`src/rtl/cdda_play_sequencer.sv`:
```
// CD-DA play sequencer: arms, unmutes, pauses and drains the I2S repad path, counting frames for sector/EFFK timing.
// Optional LRCLK-loss watchdog enabled by defining CDDA_WATCHDOG_EN.
module cdda_play_sequencer #(
  parameter int ARM_FRAMES    = 4,
  parameter int DRAIN_FRAMES  = 2,
  parameter int SECTOR_FRAMES = 588,
  parameter int EFFK_FRAMES   = 6
`ifdef CDDA_WATCHDOG_EN
  , parameter int WDOG_CYCLES = 1024
`endif
) (
  input  logic       MCLK,
  input  logic       RESET_n,
  input  logic       LRCLK_IN,
  input  logic       cmd_play,
  input  logic       cmd_pause,
  input  logic       cmd_stop,
  input  logic       emph_in,
  output logic       path_en,
  output logic       MUTE,
  output logic       AEMP,
  output logic       playing,
  output logic [9:0] frame_cnt,
  output logic       sector_tick,
  output logic       effk_tick,
  output logic       fault
);

  localparam int AW = $clog2(ARM_FRAMES + 1);
  localparam int DW = $clog2(DRAIN_FRAMES + 1);
  localparam int EW = $clog2(EFFK_FRAMES + 1);

  typedef enum logic [2:0] {IDLE, ARM, PLAY, PAUSE, DRAIN} state_t;

  state_t          state, state_nx;
  logic [AW-1:0]   arm_cnt, arm_nx;
  logic [DW-1:0]   drain_cnt, drain_nx;
  logic [EW-1:0]   effk_cnt, effk_nx;
  logic [9:0]      frame_nx;
  logic            aemp_nx, sector_nx, effk_tick_nx;
  logic            lr_s1, lr_s2, lr_s3, fe;
  logic            do_stop, do_pause, do_play;

  // Coincident commands resolve as stop > pause > play
  assign do_stop  = cmd_stop;
  assign do_pause = cmd_pause & ~cmd_stop;
  assign do_play  = cmd_play & ~cmd_pause & ~cmd_stop;

  always_ff @(posedge MCLK or negedge RESET_n) begin
    if (!RESET_n) begin
      lr_s1 <= 1'b0;
      lr_s2 <= 1'b0;
      lr_s3 <= 1'b0;
      fe    <= 1'b0;
    end else begin
      lr_s1 <= LRCLK_IN;
      lr_s2 <= lr_s1;
      lr_s3 <= lr_s2;
      fe    <= lr_s2 & ~lr_s3;
    end
  end

`ifdef CDDA_WATCHDOG_EN
  localparam int WW = $clog2(WDOG_CYCLES + 1);
  logic [WW-1:0] wdog_cnt, wdog_nx;
  logic          fault_nx;
`endif

  always_comb begin
    state_nx     = state;
    arm_nx       = arm_cnt;
    drain_nx     = drain_cnt;
    effk_nx      = effk_cnt;
    frame_nx     = frame_cnt;
    aemp_nx      = AEMP;
    sector_nx    = 1'b0;
    effk_tick_nx = 1'b0;
    unique case (state)
      IDLE: begin
        if (do_play) begin
          state_nx = ARM;
          arm_nx   = '0;
          frame_nx = '0;
          effk_nx  = '0;
        end
      end
      ARM: begin
        if (do_stop) begin
          state_nx = IDLE;
        end else if (fe) begin
          if (arm_cnt == AW'(ARM_FRAMES - 1)) state_nx = PLAY;
          arm_nx = arm_cnt + 1'b1;
        end
      end
      PLAY: begin
        if (do_stop) begin
          state_nx = DRAIN;
          drain_nx = '0;
        end else if (do_pause) begin
          state_nx = PAUSE;
        end else if (fe) begin
          if (frame_cnt == 10'(SECTOR_FRAMES - 1)) begin
            frame_nx  = '0;
            sector_nx = 1'b1;
            aemp_nx   = emph_in;
          end else begin
            frame_nx = frame_cnt + 10'd1;
          end
          if (effk_cnt == EW'(EFFK_FRAMES - 1)) begin
            effk_nx      = '0;
            effk_tick_nx = 1'b1;
          end else begin
            effk_nx = effk_cnt + 1'b1;
          end
        end
      end
      PAUSE: begin
        if (do_stop) begin
          state_nx = DRAIN;
          drain_nx = '0;
        end else if (do_play) begin
          state_nx = PLAY;
        end
      end
      DRAIN: begin
        if (fe) begin
          if (drain_cnt == DW'(DRAIN_FRAMES - 1)) state_nx = IDLE;
          else drain_nx = drain_cnt + 1'b1;
        end
      end
      default: state_nx = IDLE;
    endcase
`ifdef CDDA_WATCHDOG_EN
    fault_nx = fault;
    wdog_nx  = '0;
    if (state == IDLE && do_play) fault_nx = 1'b0;
    // Frame loss overrides any command in the same cycle
    if (state == ARM || state == PLAY || state == PAUSE) begin
      if (wdog_cnt == WW'(WDOG_CYCLES)) begin
        state_nx = IDLE;
        fault_nx = 1'b1;
      end else if (!fe) begin
        wdog_nx = wdog_cnt + 1'b1;
      end
    end
`endif
    if (state_nx == IDLE) aemp_nx = 1'b0;
  end

  // Outputs are registered from the next state so they move together with it
  always_ff @(posedge MCLK or negedge RESET_n) begin
    if (!RESET_n) begin
      state       <= IDLE;
      arm_cnt     <= '0;
      drain_cnt   <= '0;
      effk_cnt    <= '0;
      frame_cnt   <= '0;
      AEMP        <= 1'b0;
      sector_tick <= 1'b0;
      effk_tick   <= 1'b0;
      path_en     <= 1'b0;
      MUTE        <= 1'b1;
      playing     <= 1'b0;
    end else begin
      state       <= state_nx;
      arm_cnt     <= arm_nx;
      drain_cnt   <= drain_nx;
      effk_cnt    <= effk_nx;
      frame_cnt   <= frame_nx;
      AEMP        <= aemp_nx;
      sector_tick <= sector_nx;
      effk_tick   <= effk_tick_nx;
      path_en     <= (state_nx != IDLE);
      MUTE        <= (state_nx != PLAY);
      playing     <= (state_nx == PLAY);
    end
  end

`ifdef CDDA_WATCHDOG_EN
  always_ff @(posedge MCLK or negedge RESET_n) begin
    if (!RESET_n) begin
      wdog_cnt <= '0;
      fault    <= 1'b0;
    end else begin
      wdog_cnt <= wdog_nx;
      fault    <= fault_nx;
    end
  end
`else
  assign fault = 1'b0;
`endif

endmodule

```
`config.mk`:
```
export PLATFORM = sky130hd
export DESIGN_NAME = cdda_play_sequencer
export DESIGN_NICKNAME = d
export VERILOG_FILES = /design/src/rtl/cdda_play_sequencer.sv
export SDC_FILE = /design/constraint.sdc
export NUM_CORES = 1
export LEC_CHECK = 0
export ABC_AREA = 1
export BUFFER_PORTS_ARGS = -buffer_cell sky130_fd_sc_hd__buf_4
export CAP_MARGIN = 20
export CELL_PAD_IN_SITES_DETAIL_PLACEMENT = 0
export CELL_PAD_IN_SITES_GLOBAL_PLACEMENT = 2
export CORE_ASPECT_RATIO = 1.2
export CORE_MARGIN = 2
export CORE_UTILIZATION = 35
export CTS_CLUSTER_DIAMETER = 60
export DETAILED_ROUTE_END_ITERATION = 10
export HOLD_SLACK_MARGIN = 0.1
export PLACE_DENSITY = 0.92
export REMOVE_ABC_BUFFERS = 1
export SKIP_LAST_GASP = 1
export SLEW_MARGIN = 20
export SYNTH_ARGS = -nofsm -noshare
export SYNTH_HDL_FRONTEND = slang
export SYNTH_SLANG_ARGS = --single-unit
```
`constraint.sdc`:
```
create_clock -name MCLK -period 4 [get_ports MCLK]
set_clock_uncertainty 0.2 [all_clocks]
set_input_delay 0.4 -clock MCLK [delete_from_list [all_inputs] [get_ports MCLK]]
set_output_delay 0.4 -clock MCLK [all_outputs]
set_load 0.005 [all_outputs]
```
==> run_results.csv <==
group,metric,value,unit
outcome,status,"finished clean",
clock_tree,clk_latency,0.28,ns
worst_setup_path,startpoint_type,"flop",
grt,grt_max_degree,32,
synth,synthTopCellsByCount,"nand2_1, dfrtp_1, nor2_1",
synth,syn_avg_cell_area,7.91,um^2
worst_setup_path,rrSetupSlack,2.22,ns
die,die_area,5240,um^2
timing,rsz0062_at_grt,"false",
die,core-area,4560,um^2
power,finalPower,784,uW
power,power_leakage,1.07,nW
grt,grt_pass1_vias,1397,
die,die_y,78.9,um
clock_tree,cts_root_buf,"clkbuf_8",
grt,grt_overflow,0,
timing,min_period,1.78,ns
worst_setup_path,end_kind,"flop",
die,initial_core_util,35.9,%
clock_tree,htree_num_levels,2,
die,die_x,66.4,um
synth,synth_edf_count,0,
worst_setup_path,required,3.98,ns
timing,fin_crit_sh,44.4,%
synth,syn_area,1640,um^2
cells_and_area,diodes,0,
power,ir_drop,0.172,mV
routing,vias,1397,
cells_and_area,nNetsFinal,247,
placed_design,port_buffers,22,
synth,synthTopCellsByArea,"dfrtp_1, nand2_1, nor2_1, nand3_1, inv_1",
synth,synthDistinctLibCells,32,
routing,drc,0,
grt,grtUsageMet2,25.5,%
worst_setup_path,path_class,"flop to flop",
die,io_pins,24,
timing,hold_viol,0,
synth,syn-instance-count,207,
placed_design,gp_routability_congestion,0.790,
timing,slew_viol_final,0,
worst_setup_path,reg2reg_to,"AEMP$_DFFE_PN0P_",
timing,setup_viol,0,
grt,top_usage_layer,"met2",
grt,antenna_found_initial,0,
hold_path,min_path_type,"flop to flop",
synth,synth_most_common_cell,"nand2_1",
synth,ys_ff_latch,31,
routing,drtIter0Drc,114,
grt,groute.usage.overall,15.5,%
cells_and_area,syn_to_final_growth,22.9,%
clock_tree,clk_pin_slew,0.07,ns
synth,yosysTopAreaCell,"dfrtp_1",
grt,grt_pass1_wl,6180,um
worst_setup_path,r2r_cells,8,
clock_tree,cts.path.max_buffers,2,
timing,finalSetupTns,0,ns
timing,fmax,563,MHz
synth,synth_flop_cell,"dfrtp_1",
synth,synth_top_area_share,45.9,%
synth,ys_async_sr_fraction,100,%
grt,grt_use_met3,4.25,%
hold_path,min_to,"lr_s2$_DFF_PN0_",
worst_setup_path,rr_startpoint,"arm_cnt[0]$_DFFE_PN0P_",
synth,yosysSeqAreaShare,47.5,%
synth,yosys_warnings,0,
routing,vias_per_cell,4.74,
routing,routedWlPerCell,11.8,um
routing,drtPass1Iterations,4,
routing,ant_nets,0,
grt,grt_util_met1,18.8,%
routing,wl,3490,um
worst_setup_path,worst-path-max-fanout,3,
clock_tree,cts_tree,"built",
power,power.density,390,nW/um^2
hold_path,hold_path.startpoint,"lr_s1$_DFF_PN0_",
clock_tree,numCtsBuffers,5,
die,rows,27,
placed_design,dp_hpwl,2560,um
worst_setup_path,crit_arrival,1.76,ns
clock_tree,cts_sinks,31,
hold_path,worst_hold_path.num_cells,0,
cells_and_area,drive_gt1_share,20.3,%
flow_run,cap_violations,0,
[cells in the final DEF (no fill, tap or decap), drive strengths merged]
cell type,netlist,final
clkinv,3,3
dlygate4sd3,0,2
conb,1,1
o21ai,8,8
ha,4,4
a21oi,8,8
nor2,31,31
nor3,3,3
dfrtp,30,30
bufinv,0,2
o21a,1,1
nand2,50,50
inv,29,29
mux2i,1,1
dfstp,1,1
xor2,2,2
a21o,1,1
nand3b,2,2
or2,2,2
nand3,18,18
clkbuf,0,5
clkinvlp,0,1
nand4,8,8
buf,2,22
a22oi,1,1
o22ai,1,1
[cell families after synthesis]
kind of cell | count (synthesis) | share of synthesized area, %
DFF | 31 | 47.5
and+or+nand+nor | 114 | 32.3
muxes | 1 | 0.612
other | 1 | 0.229
adders and majority gates | 4 | 3.06
AOI/OAI and AO/OA | 20 | 6.65
buffers and inverters | 34 | 8.56
xor gates and xnor gates | 2 | 1.07
[critical path: stages, from the launching register on]
cell and delay, ns:
dfrtp_1 0.40, ha_1 0.21, ha_1 0.19, nand2_1 0.07
a21oi_1 0.06, a21oi_1 0.25, nand4_1 0.17, nand2_1 0.09
inv_1 0.04
[metrics by stage]
step	cell area (um^2)	setup slack, ns	hold slack [ns]	instances	util (%)
2_1_floorplan	1620	2.43	-0.0956	205	-
3_3_place_gp	1860	2.15	0.134	285	40.7
3_5_place_dp	1860	2.21	0.137	285	40.7
4_1_cts	2010	2.19	0.153	295	44.1
5_1_grt	2010	1.94	0.161	295	44.1
6_report	2010	2.22	0.150	295	44.1
[power by group]
group	leakage (nW)	internal, mW	total, mW	switching (mW)
combinational	0.597	0.0287	0.0678	0.0390
sequential	0.413	0.332	0.346	0.0137
clock	0.0644	0.248	0.371	0.122
[sequential cells by signal, summed over array words and instances, names as in the netlist]
register / cells
fe: 1
frame_cnt: 10
drain_cnt: 2
lr_s2: 1
effk_tick: 1
state: 3
lr_s3: 1
sector_tick: 1
path_en: 1
playing: 1
effk_cnt: 3
MUTE: 1
AEMP: 1
lr_s1: 1
arm_cnt: 3
[routing by layer]
metal	vias to the layer above	share of wire (%)
met5	-	0
li1	723	-
met2	37	48
met4	0	2.2
met1	629	45
met3	8	4.6
[layout make-up]
type | count | area, um^2
multi-input cells | 142 | 719
inverters | 32 | 121
fillers | 472 | 2550
repair buffers | 24 | 185
well taps | 58 | 72.6
flip-flops and latches | 31 | 777
clock inverters | 3 | 67.6
clock buffers | 5 | 68.8
[worst max-delay path by stage]
| stage | startpoint | slack [ns] | depth (start not counted) | end |
|---|---|---|---|---|
| 5_1_grt | frame_cnt[0]$_DFFE_PN0P_ | 1.94 | 10 | AEMP$_DFFE_PN0P_ |
| 2_1_floorplan | arm_cnt[0]$_DFFE_PN0P_ | 2.43 | 8 | AEMP$_DFFE_PN0P_ |
| 3_5_place_dp | frame_cnt[0]$_DFFE_PN0P_ | 2.21 | 10 | AEMP$_DFFE_PN0P_ |
| 4_1_cts | arm_cnt[0]$_DFFE_PN0P_ | 2.19 | 8 | AEMP$_DFFE_PN0P_ |
| 6_report | arm_cnt[0]$_DFFE_PN0P_ | 2.22 | 8 | AEMP$_DFFE_PN0P_ |
| 3_3_place_gp | arm_cnt[0]$_DFFE_PN0P_ | 2.15 | 8 | AEMP$_DFFE_PN0P_ |
[repair_timing]
action                                  in CTS  in global routing
endpoints found under the setup margin       0                  0
hold buffers                                 2                  0
gates resized for setup                      0                  0
setup buffers                                0                  0
hold endpoints to repair                    31                  0
Power figures use the tool's default switching activity.
